[config.mk]
export PLATFORM = sky130hd
export DESIGN_NAME = noc_switch_allocator
export DESIGN_NICKNAME = d
export VERILOG_FILES = /design/src/rtl/noc_pkg.sv /design/src/rtl/noc_rr_arb.sv /design/src/rtl/noc_switch_allocator.sv
export SDC_FILE = /design/constraint.sdc
export NUM_CORES = 1
export LEC_CHECK = 0
export BUFFER_PORTS_ARGS = -buffer_cell sky130_fd_sc_hd__clkbuf_2
export CORE_MARGIN = 2
export CORE_UTILIZATION = 45
export CTS_CLUSTER_DIAMETER = 50
export CTS_CLUSTER_SIZE = 10
export DETAILED_ROUTE_END_ITERATION = 6
export MAX_ROUTING_LAYER = met4
export PLACE_DENSITY = 0.63
export SETUP_SLACK_MARGIN = 0.3
export SYNTH_ARGS = -nofsm -noshare
export SYNTH_HDL_FRONTEND = slang
export SYNTH_SLANG_ARGS = --single-unit
[constraint.sdc]
create_clock -name clk -period 10.54 [get_ports clk]
set_input_delay 1.054 -clock clk [delete_from_list [all_inputs] [get_ports clk]]
set_output_delay 1.054 -clock clk [all_outputs]
set_load 0.02 [all_outputs]
[src/rtl/noc_pkg.sv]
// noc_pkg: shared constants and types for the 5-port NoC router switch allocator.
//   NPORTS / PW      : port count and port-index width
//   P_N .. P_L       : port index constants (N,E,S,W,L)
//   alloc_state_t    : per-output allocation state
//   rr_next()        : round-robin successor of a port index, wrapping 4 -> 0
package noc_pkg;

    localparam int unsigned NPORTS = 5;
    localparam int unsigned PW     = 3;

    localparam logic [PW-1:0] P_N = 3'd0;
    localparam logic [PW-1:0] P_E = 3'd1;
    localparam logic [PW-1:0] P_S = 3'd2;
    localparam logic [PW-1:0] P_W = 3'd3;
    localparam logic [PW-1:0] P_L = 3'd4;

    typedef enum logic {
        IDLE   = 1'b0,
        LOCKED = 1'b1
    } alloc_state_t;

    function automatic logic [PW-1:0] rr_next(input logic [PW-1:0] p);
        return (p >= PW'(NPORTS - 1)) ? '0 : p + 1'b1;
    endfunction

endpackage

[src/rtl/noc_rr_arb.sv]
// noc_rr_arb: combinational 5-way round-robin arbiter.
//   req     : request vector, one bit per input
//   ptr     : highest-priority input index this cycle
//   gnt_oh  : one-hot grant (zero when no request)
//   gnt_idx : encoded index of the granted input (zero when no request)
//   gnt_vld : some input was granted
module noc_rr_arb
    import noc_pkg::*;
(
    input  logic [NPORTS-1:0] req,
    input  logic [PW-1:0]     ptr,
    output logic [NPORTS-1:0] gnt_oh,
    output logic [PW-1:0]     gnt_idx,
    output logic              gnt_vld
);

    logic [PW-1:0] idx;

    always_comb begin
        gnt_oh  = '0;
        gnt_idx = '0;
        gnt_vld = 1'b0;
        // An out-of-range pointer cannot arise from the allocator, but fall back to 0 anyway.
        idx     = (ptr < PW'(NPORTS)) ? ptr : '0;
        for (int unsigned k = 0; k < NPORTS; k++) begin
            if (!gnt_vld && req[idx]) begin
                gnt_vld     = 1'b1;
                gnt_oh[idx] = 1'b1;
                gnt_idx     = idx;
            end
            idx = rr_next(idx);
        end
    end

endmodule

[src/rtl/noc_switch_allocator.sv]
// noc_switch_allocator: per-output wormhole switch allocator for the 5-port router.
//   clk, rst_n : rising-edge clock, asynchronous active-low reset
//   req_vld    : input i has a flit ready
//   req_out    : requested output of input i, bits [PW*i +: PW] (values 5..7 never granted)
//   req_tail   : flit at input i is a tail
//   out_rdy    : output o can accept a flit
//   gnt        : flit at input i transfers this cycle
//   xbar_vld   : output o carries a flit this cycle
//   xbar_sel   : input index driving output o, bits [PW*o +: PW]
//   locked     : output o is owned mid-packet
// Each output arbitrates round-robin while IDLE and, on a non-tail head, locks to
// the winner until its tail transfers. Grants are combinational (zero latency).
module noc_switch_allocator #(
    parameter int unsigned NPORTS = noc_pkg::NPORTS,
    parameter int unsigned PW     = noc_pkg::PW
) (
    input  logic                 clk,
    input  logic                 rst_n,
    input  logic [NPORTS-1:0]    req_vld,
    input  logic [NPORTS*PW-1:0] req_out,
    input  logic [NPORTS-1:0]    req_tail,
    input  logic [NPORTS-1:0]    out_rdy,
    output logic [NPORTS-1:0]    gnt,
    output logic [NPORTS-1:0]    xbar_vld,
    output logic [NPORTS*PW-1:0] xbar_sel,
    output logic [NPORTS-1:0]    locked
);

    import noc_pkg::*;

    alloc_state_t      state_q [NPORTS];
    alloc_state_t      state_d [NPORTS];
    logic [PW-1:0]     owner_q [NPORTS];
    logic [PW-1:0]     owner_d [NPORTS];
    logic [PW-1:0]     ptr_q   [NPORTS];
    logic [PW-1:0]     ptr_d   [NPORTS];

    // cand[o][i]: input i presents a flit for output o
    logic [NPORTS-1:0] cand    [NPORTS];
    logic [NPORTS-1:0] arb_req [NPORTS];
    logic [NPORTS-1:0] arb_oh  [NPORTS];
    logic [PW-1:0]     arb_idx [NPORTS];
    logic              arb_vld [NPORTS];

    always_comb begin
        for (int unsigned o = 0; o < NPORTS; o++) begin
            cand[o] = '0;
            for (int unsigned i = 0; i < NPORTS; i++) begin
                cand[o][i] = req_vld[i] && (req_out[PW*i +: PW] == PW'(o));
            end
            // Only an idle, ready output opens arbitration.
            arb_req[o] = (state_q[o] == IDLE && out_rdy[o]) ? cand[o] : '0;
        end
    end

    for (genvar o = 0; o < NPORTS; o++) begin : g_arb
        noc_rr_arb u_arb (
            .req     (arb_req[o]),
            .ptr     (ptr_q[o]),
            .gnt_oh  (arb_oh[o]),
            .gnt_idx (arb_idx[o]),
            .gnt_vld (arb_vld[o])
        );
    end

    always_comb begin
        gnt      = '0;
        xbar_vld = '0;
        xbar_sel = '0;
        for (int unsigned o = 0; o < NPORTS; o++) begin
            state_d[o] = state_q[o];
            owner_d[o] = owner_q[o];
            ptr_d[o]   = ptr_q[o];
            case (state_q[o])
                IDLE: begin
                    if (arb_vld[o]) begin
                        gnt                 = gnt | arb_oh[o];
                        xbar_vld[o]         = 1'b1;
                        xbar_sel[PW*o +: PW] = arb_idx[o];
                        ptr_d[o]            = rr_next(arb_idx[o]);
                        if (!req_tail[arb_idx[o]]) begin
                            state_d[o] = LOCKED;
                            owner_d[o] = arb_idx[o];
                        end
                    end
                end
                LOCKED: begin
                    if (cand[o][owner_q[o]] && out_rdy[o]) begin
                        gnt[owner_q[o]]      = 1'b1;
                        xbar_vld[o]          = 1'b1;
                        xbar_sel[PW*o +: PW] = owner_q[o];
                        if (req_tail[owner_q[o]]) begin
                            state_d[o] = IDLE;
                        end
                    end
                end
                default: state_d[o] = IDLE;
            endcase
        end
        // Outputs are combinational from req_*, so gate them explicitly during reset.
        if (!rst_n) begin
            gnt      = '0;
            xbar_vld = '0;
            xbar_sel = '0;
        end
    end

    always_comb begin
        for (int unsigned o = 0; o < NPORTS; o++) begin
            locked[o] = rst_n && (state_q[o] == LOCKED);
        end
    end

    always_ff @(posedge clk or negedge rst_n) begin
        if (!rst_n) begin
            for (int unsigned o = 0; o < NPORTS; o++) begin
                state_q[o] <= IDLE;
                owner_q[o] <= '0;
                ptr_q[o]   <= '0;
            end
        end else begin
            for (int unsigned o = 0; o < NPORTS; o++) begin
                state_q[o] <= state_d[o];
                owner_q[o] <= owner_d[o];
                ptr_q[o]   <= ptr_d[o];
            end
        end
    end

endmodule

==> flow_summary.toml, run 1 <==
[routing]
drcViolationCount = 0
firstDrtPassIters = 6
postRouteAntennaNets = 0
wl_per_cell_um = 24.4
drt_iter0_drc = 1519
vias_per_cell = 7.23
num_vias = 10100
routed_wl_um = 34200

[layout]
syn_to_final_growth_pct = 6.83
fillCellCount = 1848
multi_input_area_um2 = 6670
drive_gt1_share_pct = 13.4
antenna_cells = 0
nets = 1238
seqCellArea_um2 = 876

[outcome]
status = "completed"

[logic_synthesis]
synth_top_area_share_pct = 10.8
synth_area_leader_cell = "dfrtp_1"
synth-seq-cells = 35
synth_edf_count = 0
async_flop_share_pct = 100
yosysWarnings = 0
synth_adder_area_share_pct = 5.10
syn_inst = 1159
synth_top_family_by_area = "simple AND/OR/NAND/NOR gates"
avgSynthCellArea_um2 = 6.99
synth-compound-area-share_pct = 34.9
synth.area.mux_share_pct = 4.26
synth_xor_area_share_pct = 0.324
synth_most_common_cell = "nand2_1"
synth-main-ff-cell = "dfrtp_1"
ys_top_cells_by_area = "dfrtp_1 (11%), ha_1 (5.1%), nand2_1 (4.8%), a21oi_1 (4.3%), nor2_1 (4.3%)"
yosys.cell_types.count = 105
syn_area_um2 = 8100
seq_area_frac_synth_pct = 10.8
synth-simple-area-share_pct = 37.8
synth.net_count = 1224
synth_common_cells = "nand2_1 (103), nor2_1 (92), a21oi_1 (69)"

[sta]
period_minus_slack_ps = 7020
fin_crit_sh_pct = 66.6
finalWorstSetupSlack_ps = 3520
worstMarginPinSlew_ps = 1240
drv_slew = 0
skew_ps = 2.41
finalSetupViolCount = 0
tns_ps = 0
fmax_ghz = 0.142
slew_headroom_pct = 16.4
hold_viol_final = 0
rsz0062_at_grt = "false"

[clock_network]
clk_latency_ps = 300
clock-sinks = 35
clockRootBuffer = "clkbuf_16"
cts_buffer_depth = 2
post_cts_buffers = 0
clk_pin_slew_ps = 60
cts_made_buffers = 5
cts_tree = "done"
hold_buffers = 0
h-tree-depth = 2
post_cts_resized = 0

[floorplan]
ios = 62
start_util_pct = 45.5
fp.coreArea_um2 = 17800
rows = 49
die_width_um = 138
dieArea_um2 = 19100
die_y_um = 138

[critical_path]
reg2reg_setup_slack_ps = 4620
end_kind = "primary output"
crit_fanout = 12
cp-startpoint = "ptr_q[8]"
r2r_cells = 18
timing.rr.start = "ptr_q[8]"
crit_type = "reg2out"
cp-start-kind = "flip-flop"
r2r_end = "owner_q[6]"
arrival_ps = 5970
worstPathRequired_ps = 9490

[worst_hold_path]
hold_end = "state_q[0]"
hold_path_class = "reg2reg"
min_from = "state_q[0]"
holdPathStages = 1

[grt]
grt_pass1_vias = 9018
grt_first_pass_wirelength_um = 52800
grtUsageTotal_pct = 35.3
gr-total-overflow = 0
antenna_found_initial = 0
grt_max_degree = 52

[job]
max-cap-violations = 0

[placement]
dp_hpwl_um = 26500
portBuffers = 61
place_ws_ps = 4050
gp_congestion = 1.04
placed cells by master (no fill, tap or decap), types with 10 or more instances in the layout:
master     count
nand2b_1      19
a22oi_1       10
or3_1         12
dfrtp_1       35
nor3b_1       10
nor4_1        25
ha_1          33
o21ai_0       51
inv_1         67
nor2_1        92
nand4_1       25
o211ai_1      21
or2_2         11
a21oi_1       69
clkbuf_2      61
buf_4         10
a211oi_1      10
mux2i_1       24
and3_1        20
nand3_1       59
or4_1         10
nand2_1      103
nand4bb_1     11
a31oi_1       19
o31ai_1       25
nor2b_1       16
a32oi_1       11
nor3_1        50
and2_1        18
state kept, by name (all words and copies together), names as in the netlist:
signal	cells
owner_q	15
ptr_q	15
state_q	5
layout make-up:
type,count,share of cell area (%)
inverters,72,3.14
repair buffers,71,4.40
clock buffers,5,1.45
multi-input cells,988,77.1
well taps,229,3.31
clock inverters,3,0.506
flip-flops and latches,35,10.1
worst max path at each step:
stage                         to
after global placement    gnt[4]
final                     gnt[4]
after floorplan           gnt[4]
after global routing      gnt[4]
after detailed placement  gnt[4]
after CTS                 gnt[4]
layer usage:
layer	vias to the layer above	part of all wire [%]	wire, um	track usage, %
met5	-	0	0	-
met4	0	4.1	1410	12.2
met3	131	12	4110	7.86
met2	719	43	14900	52.6
met1	4741	40	13800	47.3
li1	4551	-	-	-
cell families (layout without fill, tap and decap cells):
logic type	Yosys count	in the layout
fa+ha+maj	33	33
flops	35	35
xor+xnor	3	3
simple gates	543	543
mux	32	32
buf+inv	136	151
compound gates	377	377
worst max-delay path, stage by stage (launching register included):
cell and delay [ps]:
dfrtp_1 440, nand2b_2 300, clkinv_2 220, ha_1 370, inv_1 180, a21oi_1 390
inv_2 170, ha_1 370, nand2_1 60, o2bb2ai_1 370, ha_1 350, nor4b_1 350
a31oi_1 100, a32o_1 330, nor4_1 520, a31o_1 420, nand4b_1 240, o31a_1 300
clkbuf_2 160
stage by stage:
| stage | area, um^2 | cells | hold slack, ps | util (%) |
|---|---|---|---|---|
| after floorplan | 8100 | 1159 | 478 | - |
| after global placement | 8480 | 1395 | 563 | 47.7 |
| after detailed placement | 8480 | 1395 | 556 | 47.7 |
| after CTS | 8650 | 1403 | 577 | 48.7 |
| after global routing | 8650 | 1403 | 610 | 48.7 |
| final | 8650 | 1403 | 565 | 48.7 |
Power of run 1 is not shown: default switching activity piles up to over one toggle a cycle in this logic, so the estimate is an artifact.
==> inputs of run 2 (changes only) <==
--- a/config.mk
+++ b/config.mk
@@ -12,7 +12,7 @@
 export CTS_CLUSTER_SIZE = 10
 export DETAILED_ROUTE_END_ITERATION = 6
 export MAX_ROUTING_LAYER = met4
-export PLACE_DENSITY = 0.63
+export PLACE_DENSITY = 0.65
 export SETUP_SLACK_MARGIN = 0.3
 export SYNTH_ARGS = -nofsm -noshare
 export SYNTH_HDL_FRONTEND = slang
==> constraint.sdc (replaced) <==
create_clock -name clk -period 5.75 [get_ports clk]
set_input_delay 0.575 -clock clk [delete_from_list [all_inputs] [get_ports clk]]
set_output_delay 0.575 -clock clk [all_outputs]
set_load 0.02 [all_outputs]
==> flow_summary.toml, run 2 (synthesis gave the netlist of run 1 again) <==
[floorplan]
ios = 62
dieArea_um2 = 19100
start_util_pct = 45.5
fp.coreArea_um2 = 17800
die_y_um = 138
rows = 49
die_width_um = 138

[grt]
grt_max_degree = 51
grt_first_pass_wirelength_um = 54100
gr-total-overflow = 0
grt_pass1_vias = 9514
antenna_found_initial = 0
grtUsageTotal_pct = 36.0

[routing]
postRouteAntennaNets = 0
wl_per_cell_um = 24.1
firstDrtPassIters = 7
num_vias = 10500
drcViolationCount = 0
vias_per_cell = 7.16
drt_iter0_drc = 1495
routed_wl_um = 35400

[sta]
fmax_ghz = 0.185
worstMarginPinSlew_ps = 900
period_minus_slack_ps = 5410
finalWorstSetupSlack_ps = 337
drv_slew = 0
tns_ps = 0
finalSetupViolCount = 0
skew_ps = 10.1
fin_crit_sh_pct = 94.1
hold_viol_final = 0
rsz0062_at_grt = "true"
slew_headroom_pct = 39.5

[critical_path]
worstPathRequired_ps = 5180
crit_fanout = 11
cp-start-kind = "flip-flop"
crit_slowest_cell = "dfrtp_2"
end_kind = "primary output"
slowest_delay_ps = 510
cp_common_cell = "ha_1"
crit_type = "reg2out"
arrival_ps = 4840
crit_chain = "nand2b_1 > inv_1 > ha_1 > nor3b_2 > nor2_1 > and2_2 > ha_1 > ha_2 > a211oi_1 > a21bo_2 > o211a_1 > or4_1 > a21oi_1 > o21a_1 > o21ai_0 > a41oi_2 > clkbuf_2"

[placement]
portBuffers = 61
dp_hpwl_um = 27100
place_ws_ps = 183
gp_congestion = 1.10
place_inst = 1444

[clock_network]
clockRootBuffer = "clkbuf_16"
clk_latency_ps = 310
cts_buffer_depth = 2
hold_buffers = 0
clk_pin_slew_ps = 70
cts_tree = "done"
h-tree-depth = 2
clock-sinks = 35
cts_made_buffers = 5

[outcome]
status = "completed"

[layout]
layoutNonFillerInstCount = 1470
top_regs = "owner_q (15), ptr_q (15), state_q (5)"
layout_commonest_cell = "nand2_1"
nets = 1305
antenna_cells = 0
drive_gt1_share_pct = 22.3
syn_to_final_growth_pct = 15.8
final_cell_mix = "nand2_1 (99), nor2_1 (90), buf_4 (77)"
fillCellCount = 1751

[worst_hold_path]
hold_path_class = "in2async"

[job]
max-cap-violations = 0
run 2: area by class of cell:
| class | count | area (um^2) | share of cell area, % |
|---|---|---|---|
| Inverter | 72 | 274 | 2.92 |
| Multi-Input combinational cell | 988 | 6900 | 73.6 |
| Clock inverter | 3 | 20.0 | 0.214 |
| Tap cell | 229 | 287 | 3.06 |
| Timing Repair Buffer | 138 | 883 | 9.42 |
| Sequential cell | 35 | 887 | 9.46 |
| Clock buffer | 5 | 125 | 1.33 |
run 2: layer usage:
layer	routed length (um)	track usage, %
met5	0	-
met4	1880	17.7
met3	4480	8.38
met1	14100	47.7
met2	14900	51.6
run 2: critical path, delay by kind of cell, from the launching register on:
family,cells,cell delay [ps]
buf+inv,2,320
flops,1,510
simple gates,5,1210
compound gates,7,1660
fa+ha+maj,3,850
run 2: stage by stage:
step	hold slack (ps)	instance area [um^2]	util (%)
after floorplan	279	8100	-
after global placement	558	8860	49.8
after detailed placement	538	8860	49.8
after CTS	438	9140	51.4
after global routing	474	9370	52.7
final	403	9370	52.7
run 2: repair_timing:
item,CTS,global route
pin swaps,1,5
setup endpoints to repair,13,20
setup buffers,7,11
resized for setup,26,44
run 2: worst paths after layout:
check | endpoint | cells past startpoint | startpoint | slack [ps]
setup / recovery | gnt[3] | 17 | ptr_q[11] | 340
hold / removal | ptr_q[2] | 2 | rst_n | 400
setup reg to reg | owner_q[6] | 18 | ptr_q[8] | 760
hold reg to reg | state_q[0] | 1 | state_q[0] | 570
max in group asynchronous | ptr_q[11] | 2 | rst_n | 4820
min in group clk | state_q[0] | 1 | state_q[0] | 570
Power of run 2 is left out for the same reason.
